$ cat config.mk
export PLATFORM = sky130hd
export DESIGN_NAME = run_detector_n
export DESIGN_NICKNAME = d
export VERILOG_FILES = /design/src/rtl/run_detector_n.sv
export SDC_FILE = /design/constraint.sdc
export NUM_CORES = 1
export LEC_CHECK = 0
export ABC_AREA = 1
export BUFFER_PORTS_ARGS = -buffer_cell sky130_fd_sc_hd__buf_2
export CORE_AREA = 2 2 39 41
export CTS_CLUSTER_DIAMETER = 50
export DETAILED_ROUTE_END_ITERATION = 12
export DIE_AREA = 0 0 41 43
export PLACE_DENSITY = 0.63
export SLEW_MARGIN = 20
export SYNTH_ARGS = -nofsm -noshare
export SYNTH_HDL_FRONTEND = slang
export SYNTH_SLANG_ARGS = --single-unit
$ cat constraint.sdc
create_clock -name clk -period 1.6 [get_ports clk]
set_input_delay 0.08 -clock clk [delete_from_list [all_inputs] [get_ports clk]]
set_output_delay 0.08 -clock clk [all_outputs]
set_load 0.05 [all_outputs]
$ cat src/rtl/run_detector_n.sv
// Multi-channel run detector: each channel fires after RUN_LEN consecutive high samples,
// with a run-time level/pulse output select and a shared saturating detection counter.
module run_detector_n #(
    parameter int unsigned CHANNELS = 1,
    parameter int unsigned RUN_LEN  = 2,
    parameter int unsigned CNT_W    = 8
) (
    input  logic                clk,
    input  logic                reset,
    input  logic [CHANNELS-1:0] w,
    input  logic                mode,
    input  logic                clear,
    output logic [CHANNELS-1:0] out,
    output logic                any_out,
    output logic [CNT_W-1:0]    det_count
);
    localparam int unsigned RUN_W = $clog2(RUN_LEN + 1);
    // Extra headroom so a multi-channel add near saturation cannot wrap before the clamp.
    localparam int unsigned SUM_W = CNT_W + $clog2(CHANNELS + 1);

    localparam logic [RUN_W-1:0] RUN_MAX = RUN_W'(RUN_LEN);
    localparam logic [RUN_W-1:0] RUN_PRE = RUN_W'(RUN_LEN - 1);
    localparam logic [SUM_W-1:0] CNT_MAX = {{(SUM_W - CNT_W){1'b0}}, {CNT_W{1'b1}}};

    logic [RUN_W-1:0]    r_run_cnt      [CHANNELS];
    logic [RUN_W-1:0]    w_run_cnt_next [CHANNELS];
    logic [CHANNELS-1:0] r_pulse;
    logic [CHANNELS-1:0] w_hit;
    logic [CHANNELS-1:0] w_level;
    logic [CNT_W-1:0]    r_det_count;
    logic [CNT_W-1:0]    w_det_count_next;
    logic [SUM_W-1:0]    w_hit_sum;
    logic [SUM_W-1:0]    w_cnt_sum;

    always_comb begin
        for (int i = 0; i < int'(CHANNELS); i++) begin
            w_hit[i]   = w[i] && (r_run_cnt[i] == RUN_PRE);
            w_level[i] = (r_run_cnt[i] == RUN_MAX);
            if (!w[i]) begin
                w_run_cnt_next[i] = '0;
            end else if (r_run_cnt[i] == RUN_MAX) begin
                w_run_cnt_next[i] = RUN_MAX;
            end else begin
                w_run_cnt_next[i] = r_run_cnt[i] + RUN_W'(1);
            end
        end
    end

    always_comb begin
        w_hit_sum = '0;
        for (int i = 0; i < int'(CHANNELS); i++) begin
            w_hit_sum = w_hit_sum + SUM_W'(w_hit[i]);
        end
        w_cnt_sum = SUM_W'(r_det_count) + w_hit_sum;
        if (clear) begin
            w_det_count_next = '0;
        end else if (w_cnt_sum > CNT_MAX) begin
            w_det_count_next = CNT_MAX[CNT_W-1:0];
        end else begin
            w_det_count_next = w_cnt_sum[CNT_W-1:0];
        end
    end

    always_ff @(posedge clk) begin
        if (reset) begin
            for (int i = 0; i < int'(CHANNELS); i++) begin
                r_run_cnt[i] <= '0;
            end
            r_pulse     <= '0;
            r_det_count <= '0;
        end else begin
            for (int i = 0; i < int'(CHANNELS); i++) begin
                r_run_cnt[i] <= w_run_cnt_next[i];
            end
            r_pulse     <= w_hit;
            r_det_count <= w_det_count_next;
        end
    end

    // mode only selects the view; it never touches state.
    assign out       = mode ? r_pulse : w_level;
    assign any_out   = |out;
    assign det_count = r_det_count;

endmodule

==> qor.csv <==
metric,value,unit
status,"finished, final reports clean",
worst r2r path cells,11,
average size of a mapped cell,7.17,sq um
main combinational cell family by area after synthesis,simple AND/OR/NAND/NOR gates,
Async SR Flop Fraction,0,%
#FFs+latches synth,11,
setup repair after global routing missed its margin,yes,
Synth-to-Final Area Change,23.9,%
"top cells by area, synth","dfxtp_1, nand2_1, inv_1, ha_1, nor2_1",
fin crit share,90.7,%
P_sw,0.120,mW
H-tree Lvls,1,
final setup fails,0,
Port Buffer Count,14,
CTS buffer count,3,
Switching Fraction,23.8,%
Worst setup endpoint,det_count[5],
gr usage total,14.6,%
Worst-Skew Late Latency,0.27,ns
r2r startpoint,r_run_cnt[0][1],
post-synthesis xor/xnor area fraction,3.13,%
Cells after DPL,107,
Post-DRT Antenna Nets,0,
max_slew headroom,77.1,%
Setup Skew,0.00169,ns
Post-Synth Simple-Gate Area,28.0,%
minimum clock period,1.45,ns
layout cells sized above 1,25.0,%
Post-synth EDFFs,0,
Setup CP Type,reg2reg,
Final Net Count,106,
Syn Inst Count,78,
DR vias,504,
Die X,41,um
Core Area,1380,sq um
Final Hold Viols,0,
Core Rows,14,
Worst Setup Start Kind,flop,
Leakage,0.345,nW
First-pass DRT Iterations,4,
Worst-path clk slew,0.07,ns
DR vias/cell,4.50,
top cell type's share of synthesized area,39.4,%
clock power share,38.3,%
post-synthesis compound-gate area fraction,6.49,%
Worst Tran Pin Value,0.343,ns
Pins Over Slew Limit,0,
Main synth FF type,dfxtp_1,
Pwr per Cell Area,731,nW/um^2
leading area contributor after synthesis,dfxtp_1,
vias in the first global route,452,
Die ar.,1760,sq um
R2R Path End,det_count[5],
CTS Buffer Depth,2,
Pint,0.386,mW
I/O Pins,15,
DR WL/cell,9.36,um
largest net degree at the start of global routing,8,
Starting Density,40.4,%
DIE HEIGHT,43,um
max-cap violation count,0,
flop2flop setup slack,0.15,ns
Arrival @ worst endpoint,1.63,ns
Synth top cells by count,"nand2_1, inv_1, dfxtp_1, nor2_1, nand3_1",
Worst VDD drop,0.423,mV
routability-driven placement congestion ratio,0.711,
critical path peak fanout,7,
CP endpoint kind,flop,
CTS Sinks,11,
Root Driver,clkbuf_4,
post-synthesis mux area share,2.01,%
CP startpoint,r_run_cnt[0][1],
Post-Synth Adder-Cell Area,8.95,%
YS warnings,0,
Seq pwr share,55.2,%
Tot Pwr,0.507,mW
DRC Markers,0,
most common cell in the netlist,nand2_1,
CTS tree,yes,
sequential area share after synthesis,39.4,%
GRT overflow,0,
drt initial violations,11,
initial antenna violation count,0,
Hold Crit Class,in2reg,
ANT cells,0,
Logic pwr share,6.5,%
Post-Layout Cell Count,112,
syn_nets,87,
Synth Cell Area,559,sq um
post-CTS setup buffers,0,
first-pass GRT wire length,1.76,mm
HPWL after DPL,819,um
Final Routed Wirelength,1.05,mm
library cells used by synthesis,16,
Max Fclk,0.689,GHz
"Req. time, crit path",1.78,ns
cells in the final DEF (no fill, tap or decap):
| cell type | n |
|---|---|
| a21oi_1 | 3 |
| a31oi_1 | 1 |
| buf_2 | 14 |
| clkbuf_1 | 1 |
| clkbuf_4 | 3 |
| dfxtp_1 | 11 |
| dlygate4sd3_1 | 1 |
| ha_1 | 4 |
| inv_1 | 16 |
| mux2_2 | 1 |
| nand2_1 | 17 |
| nand2_2 | 3 |
| nand3_1 | 5 |
| nor2_1 | 7 |
| nor2_4 | 2 |
| nor3_1 | 1 |
| nor3_2 | 1 |
| o21ai_0 | 3 |
| xnor2_1 | 1 |
| xor2_1 | 1 |
area by class of cell:
class,count,area [sq um]
clock buffer,4,26.3
fill,148,691
tap,16,20.0
inverter,16,60.1
multi-input combinational,50,287
timing repair buffer,15,80.1
sequential,11,220
worst min-delay path by stage:
stage,from,endpoint,slack (ns),cells past startpoint
3_5_place_dp,reset,r_pulse,0.28,2
6_report,w,r_pulse,0.06,3
4_1_cts,w,r_pulse,0.06,3
3_3_place_gp,reset,r_pulse,0.27,2
2_1_floorplan,reset,r_pulse,0.15,1
5_1_grt,w,r_pulse,0.08,3
power by group through the flow:
| stage | Sequential (mW) | Clock, mW | Combinational, mW |
|---|---|---|---|
| 3_3_place_gp | 0.286 | 0 | 0.0311 |
| 2_1_floorplan | 0.288 | 0 | 0.0200 |
| 6_report | 0.280 | 0.194 | 0.0329 |
| 3_5_place_dp | 0.286 | 0 | 0.0315 |
| 5_1_grt | 0.280 | 0.211 | 0.0374 |
| 4_1_cts | 0.280 | 0.199 | 0.0335 |
state kept, by name, summed over array words and instances (netlist names):
name,cells
r_run_cnt,2
r_pulse,1
det_count,8
layer usage:
layer  part of all wire, %  global-route usage, %  vias up
li1                      -                      -      273
met1                    44                   18.1      216
met2                    49                   22.2       10
met3                   4.5                   3.14        5
met4                   3.0                   8.00        0
met5                     0                      0        -
stage by stage:
| stage | instance area [sq um] | worst slack (ns) | util [%] | TNS, ns | hold WS, ns |
|---|---|---|---|---|---|
| final | 693 | 0.149 | 50.1 | 0 | 0.0596 |
| after global routing | 693 | -0.00172 | 50.1 | -0.00331 | 0.0797 |
| after CTS | 678 | 0.0483 | 49.0 | 0 | 0.0600 |
| after detailed placement | 642 | 0.0592 | 46.4 | 0 | 0.280 |
| after global placement | 642 | 0.103 | 46.4 | 0 | 0.275 |
| after floorplan | 559 | 0.0658 | - | 0 | 0.152 |
cell families (layout without fill, tap and decap cells):
logic type,count (synthesis),in the layout
fa+ha+maj,4,4
simple gates,36,36
flops,11,11
xor+xnor,2,2
compound gates,7,7
buf+inv,17,35
mux,1,1
critical path: stages, from the launching register on:
cell and delay (ns):
dfxtp_1 0.33, inv_1 0.04, ha_1 0.16, nand2_1 0.08
inv_1 0.06, ha_1 0.18, nand2_2 0.11, nor2_4 0.06
nand2_2 0.12, nand3_1 0.10, nand2_1 0.07, inv_1 0.03
what timing repair did:
action / in CTS / in global routing
hold buffers: 1 / 0
endpoints found under the hold margin: 1 / 0
gates resized for setup: 0 / 4
endpoints found under the setup margin: 0 / 5
No activity file was read; power rests on OpenSTA's default activity.
